`src/rtl/mem_req_arbiter_pkg.sv`:
```
// Shared definitions for the two-client memory request arbiter.
// Source tags and memory op encodings used on the merged port.
package mem_req_arbiter_pkg;

  localparam logic MEM_SRC_INST = 1'b0;
  localparam logic MEM_SRC_DATA = 1'b1;

  localparam logic MEM_OP_READ  = 1'b0;
  localparam logic MEM_OP_WRITE = 1'b1;

  function automatic int unsigned credit_w(
    input int unsigned max_out
  );
    return $clog2(max_out + 1);
  endfunction

endpackage

```
`src/rtl/mem_arb_resp_buf.sv`:
```
// Two-entry response FIFO; output is registered so an enqueue
// shows up one cycle later, and a full buffer refuses input.
module mem_arb_resp_buf #(
  parameter int unsigned p_w = 41
) (
  input  logic           clk,
  input  logic           rst,
  input  logic           in_val,
  output logic           in_rdy,
  input  logic [p_w-1:0] in_msg,
  output logic           out_val,
  input  logic           out_rdy,
  output logic [p_w-1:0] out_msg
);

  logic [p_w-1:0] ent_q [2];
  logic [p_w-1:0] ent_d [2];
  logic           wr_ptr_q, wr_ptr_d;
  logic           rd_ptr_q, rd_ptr_d;
  logic [1:0]     cnt_q, cnt_d;
  logic           enq, deq;

  assign in_rdy  = (cnt_q != 2'd2);
  assign out_val = (cnt_q != 2'd0);
  assign out_msg = ent_q[rd_ptr_q];
  assign enq     = in_val && in_rdy;
  assign deq     = out_val && out_rdy;

  always_comb begin
    ent_d    = ent_q;
    wr_ptr_d = wr_ptr_q ^ enq;
    rd_ptr_d = rd_ptr_q ^ deq;
    cnt_d    = cnt_q;
    if (enq) ent_d[wr_ptr_q] = in_msg;
    case ({enq, deq})
      2'b10:   cnt_d = cnt_q + 2'd1;
      2'b01:   cnt_d = cnt_q - 2'd1;
      default: cnt_d = cnt_q;
    endcase
  end

  always_ff @(posedge clk) begin
    if (rst) begin
      wr_ptr_q <= 1'b0;
      rd_ptr_q <= 1'b0;
      cnt_q    <= 2'd0;
    end else begin
      wr_ptr_q <= wr_ptr_d;
      rd_ptr_q <= rd_ptr_d;
      cnt_q    <= cnt_d;
    end
  end

  always_ff @(posedge clk) begin
    ent_q <= ent_d;
  end

endmodule

```
`src/rtl/mem_req_arbiter.sv`:
```
// Merges inst/data memory clients onto one port: round-robin
// grant with per-client credits, source-tagged response steering.
module mem_req_arbiter
  import mem_req_arbiter_pkg::*;
#(
  parameter int unsigned p_opaq_bits       = 8,
  parameter int unsigned p_max_outstanding = 2
) (
  input  logic                   clk,
  input  logic                   rst,
  input  logic [1:0]             cli_req_val,
  output logic [1:0]             cli_req_rdy,
  input  logic [1:0]             cli_req_op,
  input  logic [p_opaq_bits-1:0] cli_req_opaque [2],
  input  logic [31:0]            cli_req_addr [2],
  input  logic [3:0]             cli_req_strb [2],
  input  logic [31:0]            cli_req_data [2],
  output logic [1:0]             cli_resp_val,
  input  logic [1:0]             cli_resp_rdy,
  output logic [1:0]             cli_resp_op,
  output logic [p_opaq_bits-1:0] cli_resp_opaque [2],
  output logic [31:0]            cli_resp_data [2],
  output logic                   mem_req_val,
  input  logic                   mem_req_rdy,
  output logic                   mem_req_op,
  output logic [31:0]            mem_req_addr,
  output logic [3:0]             mem_req_strb,
  output logic [31:0]            mem_req_data,
  output logic [p_opaq_bits:0]   mem_req_opaque,
  input  logic                   mem_resp_val,
  output logic                   mem_resp_rdy,
  input  logic                   mem_resp_op,
  input  logic [p_opaq_bits:0]   mem_resp_opaque,
  input  logic [31:0]            mem_resp_data
);

  localparam int unsigned CW = credit_w(p_max_outstanding);
  localparam int unsigned PW = 1 + p_opaq_bits + 32;
  localparam logic [CW-1:0] MAX_C = CW'(p_max_outstanding);

  logic [CW-1:0] credits_q [2];
  logic [CW-1:0] credits_d [2];
  logic          prio_q, prio_d;
  logic [1:0]    elig, gnt, req_fire, resp_fire;
  logic          gnt_src, mem_req_fire, resp_src;
  logic [1:0]    buf_in_val, buf_in_rdy;
  logic [PW-1:0] buf_in_msg;
  logic [PW-1:0] buf_out_msg [2];

  always_comb begin
    for (int i = 0; i < 2; i++) begin
      elig[i] = !rst && cli_req_val[i] && (credits_q[i] < MAX_C);
    end
    // On a tie the client that did not win last time goes first
    if (&elig)       gnt_src = ~prio_q;
    else if (elig[1]) gnt_src = MEM_SRC_DATA;
    else             gnt_src = MEM_SRC_INST;
  end

  assign mem_req_val    = |elig;
  assign gnt            = mem_req_val ? (2'b01 << gnt_src) : 2'b00;
  assign cli_req_rdy    = gnt & {2{mem_req_rdy}};
  assign req_fire       = cli_req_val & cli_req_rdy;
  assign mem_req_fire   = mem_req_val && mem_req_rdy;
  assign mem_req_op     = cli_req_op[gnt_src];
  assign mem_req_addr   = cli_req_addr[gnt_src];
  assign mem_req_strb   = cli_req_strb[gnt_src];
  assign mem_req_data   = cli_req_data[gnt_src];
  assign mem_req_opaque = {gnt_src, cli_req_opaque[gnt_src]};
  assign prio_d         = mem_req_fire ? gnt_src : prio_q;

  assign resp_src     = mem_resp_opaque[p_opaq_bits];
  assign mem_resp_rdy = buf_in_rdy[resp_src];
  assign buf_in_msg   = {mem_resp_op,
                         mem_resp_opaque[p_opaq_bits-1:0],
                         mem_resp_data};
  assign resp_fire    = cli_resp_val & cli_resp_rdy;

  always_comb begin
    for (int i = 0; i < 2; i++) begin
      credits_d[i] = credits_q[i];
      if (req_fire[i] && !resp_fire[i] && credits_q[i] != MAX_C)
        credits_d[i] = credits_q[i] + CW'(1);
      else if (!req_fire[i] && resp_fire[i] && credits_q[i] != '0)
        credits_d[i] = credits_q[i] - CW'(1);
    end
  end

  always_ff @(posedge clk) begin
    if (rst) begin
      prio_q <= MEM_SRC_DATA;
      for (int i = 0; i < 2; i++) credits_q[i] <= '0;
    end else begin
      prio_q <= prio_d;
      for (int i = 0; i < 2; i++) credits_q[i] <= credits_d[i];
    end
  end

  for (genvar g = 0; g < 2; g++) begin : g_buf
    assign buf_in_val[g] = mem_resp_val && (resp_src == 1'(g));

    mem_arb_resp_buf #(
      .p_w (PW)
    ) u_buf (
      .clk     (clk),
      .rst     (rst),
      .in_val  (buf_in_val[g]),
      .in_rdy  (buf_in_rdy[g]),
      .in_msg  (buf_in_msg),
      .out_val (cli_resp_val[g]),
      .out_rdy (cli_resp_rdy[g]),
      .out_msg (buf_out_msg[g])
    );

    assign cli_resp_op[g]     = buf_out_msg[g][PW-1];
    assign cli_resp_opaque[g] = buf_out_msg[g][PW-2 -: p_opaq_bits];
    assign cli_resp_data[g]   = buf_out_msg[g][31:0];
  end

`ifndef SYNTHESIS
  always @(posedge clk) begin
    if (!rst) begin
      for (int i = 0; i < 2; i++) begin
        assert (!(buf_in_val[i] && mem_resp_rdy && credits_q[i] == '0))
          else $error("response for client %0d with no credit", i);
        assert (!(req_fire[i] && !resp_fire[i] && credits_q[i] == MAX_C))
          else $error("credit overflow on client %0d", i);
      end
    end
  end

  function automatic string trace();
    string s_req, s_rsp;
    s_req = "  ";
    s_rsp = "  ";
    if (mem_req_fire) s_req = (gnt_src == MEM_SRC_DATA) ? "D>" : "I>";
    if (resp_fire[0])      s_rsp = "<I";
    else if (resp_fire[1]) s_rsp = "<D";
    return {s_req, " ", s_rsp};
  endfunction
`endif

endmodule
```
`config.mk`:
```
export PLATFORM = sky130hd
export DESIGN_NAME = mem_req_arbiter
export DESIGN_NICKNAME = d
export VERILOG_FILES = /design/src/rtl/mem_req_arbiter_pkg.sv /design/src/rtl/mem_arb_resp_buf.sv /design/src/rtl/mem_req_arbiter.sv
export SDC_FILE = /design/constraint.sdc
export NUM_CORES = 1
export LEC_CHECK = 0
export BUFFER_PORTS_ARGS = -buffer_cell sky130_fd_sc_hd__buf_2
export CAP_MARGIN = 40
export CELL_PAD_IN_SITES_DETAIL_PLACEMENT = 0
export CELL_PAD_IN_SITES_GLOBAL_PLACEMENT = 1
export CORE_MARGIN = 10
export CORE_UTILIZATION = 35
export CTS_CLUSTER_DIAMETER = 40
export DETAILED_ROUTE_END_ITERATION = 6
export PLACE_DENSITY = 0.91
export SYNTH_ARGS = -nofsm -noshare
export SYNTH_HDL_FRONTEND = slang
export SYNTH_SLANG_ARGS = --single-unit
```
`constraint.sdc`:
```
create_clock -name clk -period 2.6 [get_ports clk]
set_input_delay 0.26 -clock clk [delete_from_list [all_inputs] [get_ports clk]]
set_output_delay 0.26 -clock clk [all_outputs]
set_load 0.02 [all_outputs]
```
==> results of run 1 <==
-- stage by stage --
step	setup WS [ns]	area, um^2	instances	power [uW]	utilization, %
after detailed placement	0.405	9790	1215	6130	46.2
final	0.192	10400	1246	8500	48.9
after global routing	0.0711	10400	1245	8880	48.9
after CTS	0.0226	10400	1244	8610	48.8
after global placement	0.448	9790	1215	6100	46.2
after floorplan	0.456	7610	591	5170	-
-- worst min-delay path by stage --
stage | endpoint | cells after the start | startpoint | slack (ns)
after global routing | g_buf[1].u_buf.ent_q[76]$_DFFE_PP_ | 1 | mem_resp_opaque[3] | 0.04
after CTS | g_buf[1].u_buf.ent_q[41]$_DFFE_PP_ | 1 | mem_resp_data[0] | 0.03
final | g_buf[0].u_buf.ent_q[61]$_DFFE_PP_ | 1 | mem_resp_data[20] | 0.05
after global placement | g_buf[0].u_buf.ent_q[51]$_DFFE_PP_ | 1 | mem_resp_data[10] | 0.47
after floorplan | g_buf[0].u_buf.ent_q[0]$_DFFE_PP_ | 0 | mem_resp_data[0] | 0.36
after detailed placement | g_buf[1].u_buf.ent_q[16]$_DFFE_PP_ | 1 | mem_resp_data[16] | 0.48
-- flip-flops by register name, indices dropped and copies added, names as in the netlist --
name                  flops
g_buf.u_buf.wr_ptr_q      2
credits_q                 4
g_buf.u_buf.ent_q       164
prio_q                    1
g_buf.u_buf.rd_ptr_q      2
g_buf.u_buf.cnt_q         4
-- logic make-up (layout without fill, tap and decap cells) --
| logic type | Yosys count | after routing | share of synthesized area [%] |
|---|---|---|---|
| adders and majority gates | 6 | 6 | 0.987 |
| xor gates and xnor gates | 8 | 8 | 0.921 |
| muxes | 83 | 83 | 12.3 |
| buffers and inverters | 43 | 421 | 2.83 |
| AOI/OAI and AO/OA | 19 | 19 | 1.66 |
| and+or+nand+nor | 255 | 255 | 13.2 |
| other | 0 | 2 | 0 |
| DFF | 177 | 177 | 68.1 |
-- synthesized netlist by cell type, drive strengths merged --
| cell type | instances |
|---|---|
| o21ai | 6 |
| o211a | 1 |
| a32oi | 1 |
| nor2b | 1 |
| nand3 | 4 |
| clkbuf | 8 |
| or3 | 2 |
| xnor2 | 5 |
| inv | 11 |
| xor2 | 3 |
| nand2 | 232 |
| edfxtp | 164 |
| or2 | 2 |
| nand3b | 2 |
| a21oi | 6 |
| nand4 | 1 |
| dfxtp | 13 |
| a31oi | 1 |
| buf | 24 |
| a2111o | 1 |
| a211o | 1 |
| a221oi | 1 |
| mux2 | 83 |
| nand2b | 3 |
| and2 | 1 |
| o311ai | 1 |
| ha | 6 |
| nor2 | 7 |
-- area by class of cell --
cell class	count	area [um^2]	share of cell area [%]
clock inverters	11	140	1.35
diodes	2	5.00	0.0483
multi-input cells	371	2220	21.4
flip-flops and latches	177	5190	50.0
clock buffers	18	429	4.14
repair buffers	381	2000	19.3
inverters	11	43.8	0.422
well taps	275	344	3.32
-- report_power, final --
| part | internal [uW] | switching [uW] |
|---|---|---|
| Combinational | 1030 | 1520 |
| Sequential | 3360 | 131 |
| Clock | 1490 | 980 |
-- per-layer routing --
metal	track usage, %	vias to the layer above	part of all wire, %
li1	-	2781	-
met1	20.6	2658	41
met2	28.1	221	50
met3	4.85	29	6.9
met4	5.26	2	1.7
met5	0	-	0.073
==> metrics, run 1 <==
status=finished, final reports clean; post-CTS setup buffer count=0; Setup crit end=mem_req_data[0]; Synth-to-Final Area Change=36.3%; final slew viol count=0; WL/cell=19.9 um; Synth area leader=edfxtp_1; critical path's top delay family=buffers and inverters; Post-Syn Area=7610 um^2; first-pass GRT wire length=36,300 um; setup violators final=0; PostCTS Resize Cnt=0; share of cells above drive strength 1=51.8%; CP Buf/Inv Count=2; Die Area=28,000 um^2; Required @ worst endpoint=2.34 ns; top cells by area, synth=edfxtp_1 65%, mux2_2 12%, nand2_1 11%; post-route ant nets=0; H-Tree Depth=4; core area=21,200 um^2; Peak VDD IR=550 uV; pin count of the biggest net entering global routing=78; CP endpoint kind=output pin; Cell variety after synth=33; Slew @ Worst Pin=0.553 ns; root buf cell=clkbuf_16; Cells after Synth=591; initial antenna violation count=3; Clock Latency Late Sink=0.42 ns; num rows=53; Pleak=0.00459 uW; routability cong.=0.937; number of detailed-route iterations in the first pass=5; fillers=1,948; Die W=167 um; RSZ-0062 raised after global routing=no; CP arrival=2.15 ns; CP max stage cell=buf_6; Final Cycle Share=92.6%; Vias/cell=4.57; CP max FO=77; clk slew on worst S/H paths=0.06 ns; Routed WL=24,800 um; Hold Fails Final Rpt=0; Max Fclk=415 MHz; vias in the first global route=5,713; crit path kind=reg -> out; CP startpoint=credits_q[0][1]$_SDFFE_PP0P_; yosys warns=0; post-route setup TNS=0 ns; start of the worst register-to-register path=g_buf[1].u_buf.cnt_q[0]$_SDFFE_PP0P_; CTS tree=yes; max-cap viol count=0; Via Count=5,691; worst reg2reg path depth=6; Clock Tree Buf Depth=2; dpl hpwl=19,100 um; clock net sink count=177; GRT Resource Usage Total=16.8%; residual DRC count=0; Post-CTS Hold Buffers=0; syn_nets=801; CP cell instances=nor2b_1, a211o_2, buf_6, nand2_1, nand2_1, buf_2; cts bufs inserted=17; number of I/O port buffers=369; Worst R2R End=g_buf[1].u_buf.cnt_q[1]$_SDFFE_PP0P_; crit-path max cell delay=0.45 ns; power per cell area=820 nW/um^2; commonest non-fill, non-tap cell in the layout=buf_2; Worst Hold Slack=0.0514 ns; Crit. path cell count=6; Final Critical Period=2.41 ns; Die H=167 um; GR Overflow Total=0; initial DRC count=370; Final Net Count=1,169; r2r setup slk=0.83 ns; CP most frequent cell=nand2_1; Seq/Total Area, Yosys=68.1%; Synth top area share=64.7%; Slew headroom=63.2%; Starting Density=35.9%; #FFs+latches synth=177; worst hold path type=in -> reg; Syn Area/Cell=12.9 um^2; crit path launch type=flip-flop; I/O pin count=370; most frequent cells in the layout=369 x buf_2, 232 x nand2_1, 164 x edfxtp_1, 83 x mux2_2, 17 x clkbuf_16; clock skew=0.00884 ns
(Power assumes the default switching activity.)
==> run 2: changes to the inputs <==
--- a/config.mk
+++ b/config.mk
@@ -11,6 +11,7 @@
 export CELL_PAD_IN_SITES_GLOBAL_PLACEMENT = 1
 export CORE_MARGIN = 10
 export CORE_UTILIZATION = 35
+export CTS_BUF_LIST = sky130_fd_sc_hd__clkbuf_16
 export CTS_CLUSTER_DIAMETER = 40
 export DETAILED_ROUTE_END_ITERATION = 6
 export PLACE_DENSITY = 0.91
==> constraint.sdc (replaced) <==
create_clock -name clk -period 2.4 [get_ports clk]
set_input_delay 0.24 -clock clk [delete_from_list [all_inputs] [get_ports clk]]
set_output_delay 0.24 -clock clk [all_outputs]
set_load 0.02 [all_outputs]
==> run 2 against run 1 <==
Compared with the run above: critical path depth rose by 1; non-clock buffer count did not move; register-to-register slack got worse by 0.24 ns; die area did not move; via count rose by 0.18%; global-route usage rose by 0.56 points; flip-flop and latch count did not move; total power rose by 11%; hold slack got worse by 0.025 ns; wire length rose by 3.8%.
==> metrics, run 2 (synthesized netlist as in run 1, its figures left out) <==
status=finished, final reports clean; max-cap viol count=0; Max Fclk=441 MHz; setup violators final=0; clock skew=0.0160 ns; PostCTS Resize Cnt=0; initial antenna violation count=4; post-CTS setup buffer count=0; Vias/cell=4.56; first-pass GRT wire length=37,100 um; Post-CTS Hold Buffers=0; power per cell area=900 nW/um^2; GRT Resource Usage Total=17.4%; I/O pin count=370; initial DRC count=376; hold_sp=mem_resp_data[0]; Pleak=0.00463 uW; final slew viol count=0; number of detailed-route iterations in the first pass=4; WL/cell=20.6 um; Synth-to-Final Area Change=37.4%; Sequential Area=5190 um^2; post-route ant nets=0; r2r setup slk=0.59 ns; clock net sink count=177; Starting Density=35.9%; Logic pwr share=29.6%; residual DRC count=0; Layout Cells excl Fill=1,249; vias in the first global route=5,720; start of the worst register-to-register path=g_buf[1].u_buf.cnt_q[0]$_SDFFE_PP0P_; total power=9420 uW; Clock Tree Buf Depth=2; Peak VDD IR=626 uV; CP max FO=29; CTS tree=yes; worst hold path type=in -> reg; Required @ worst endpoint=2.16 ns; RSZ-0062 raised after global routing=no; crit path kind=reg -> out; Top Registers=g_buf.u_buf.ent_q x164, credits_q x4, g_buf.u_buf.cnt_q x4; fillers=1,951; Final Critical Period=2.27 ns; H-Tree Depth=4; clock power share=30.3%; GR Overflow Total=0; pin count of the biggest net entering global routing=78; Min-Delay Endpoint=g_buf[1].u_buf.ent_q[0]$_DFFE_PP_; Die H=167 um; cts bufs inserted=17; Die Area=28,000 um^2; Hold Fails Final Rpt=0; Final Cycle Share=94.4%; dpl hpwl=20,000 um; clk slew on worst S/H paths=0.07 ns; core area=21,200 um^2; Slew @ Worst Pin=0.367 ns; num rows=53; DP Cell Count=1,215; max reg flops=164; switching part of the total=31.0%; Die W=167 um; Slew headroom=75.5%; crit path launch type=flip-flop; Via Count=5,701; routability cong.=0.933; Routed WL=25,800 um; post-route setup TNS=0 ns; Net Switching=2920 uW; CP startpoint=credits_q[0][1]$_SDFFE_PP0P_; Multi-input gate area=2220 um^2; commonest non-fill, non-tap cell in the layout=buf_2; share of cells above drive strength 1=51.9%; Final Net Count=1,169; Cells on Worst Hold Path=1; root buf cell=clkbuf_16; most frequent cells in the layout=369 x buf_2, 232 x nand2_1, 164 x edfxtp_1, 83 x mux2_2, 17 x clkbuf_16; cell-internal power=6500 uW; Seq pwr share=40.1%; CP arrival=2.03 ns; worst reg2reg path depth=6; number of I/O port buffers=369; largest register by flop count=g_buf.u_buf.ent_q; CP endpoint kind=output pin; Worst R2R End=g_buf[1].u_buf.cnt_q[1]$_SDFFE_PP0P_; Clock Latency Late Sink=0.43 ns
run 2: changes by cell type in the layout (fill, tap and decap cells not counted):
cell        delta
inv_4          -1
clkbuf_1       -1
inv_1          +3
clkinvlp_4     +1
inv_6          +1
clkinv_2       -1
bufinv_16      +1
clkinv_1       -1
inv_8          +1
buf_6          -1
buf_12         +3
buf_4          -2
run 2: worst max path at each step:
| stage | end | slack [ns] | depth (start not counted) |
|---|---|---|---|
| detailed placement | mem_req_strb[0] | 0.51 | 8 |
| CTS | mem_req_strb[0] | 0.08 | 7 |
| global placement | mem_req_strb[0] | 0.51 | 8 |
| floorplan | g_buf[0].u_buf.ent_q[0]$_DFFE_PP_ | 0.26 | 4 |
| global route | mem_req_data[2] | 0.009 | 6 |
| finish | mem_req_addr[17] | 0.13 | 7 |
run 2: routing by layer:
| metal | vias to the layer above | track usage (%) | part of all wire, % |
|---|---|---|---|
| li1 | 2788 | - | - |
| met1 | 2700 | 20.7 | 40 |
| met2 | 190 | 29.7 | 52 |
| met3 | 19 | 5.71 | 7.4 |
| met4 | 4 | 4.28 | 0.76 |
| met5 | - | 0 | 0.10 |
run 2: final cells by class:
type                       count  area share, %
sequential                   177           49.6
multi-input combinational    371           21.2
timing repair buffer         381           19.5
clock buffer                  17           4.07
tap                          275           3.29
clock inverter                15           1.83
inverter                      11          0.443
antenna                        2         0.0479
run 2: power groups by stage:
stage	registers (uW)	logic, uW	clock network [uW]
finish	3780	2790	2850
global route	3800	2990	3050
CTS	3780	2830	2930
detailed placement	3850	2820	0
global placement	3830	2800	0
floorplan	3770	1840	0
run 2: metrics by stage:
stage | worst slack [ns] | cell area (um^2) | utilization (%) | hold slack (ns)
3_5_place_dp | 0.515 | 9830 | 46.3 | 0.456
5_1_grt | 0.00852 | 10500 | 49.3 | 0.00897
3_3_place_gp | 0.515 | 9830 | 46.3 | 0.452
4_1_cts | 0.0762 | 10400 | 49.2 | 0.00127
2_1_floorplan | 0.256 | 7610 | - | 0.339
6_report | 0.133 | 10500 | 49.3 | 0.0268
run 2: critical path: stages, from the launching register on:
cell,delay [ns]
dfxtp_1,0.37
nor2b_1,0.09
a211o_2,0.40
inv_6,0.17
buf_12,0.20
nand2_1,0.09
nand2_1,0.09
buf_2,0.18
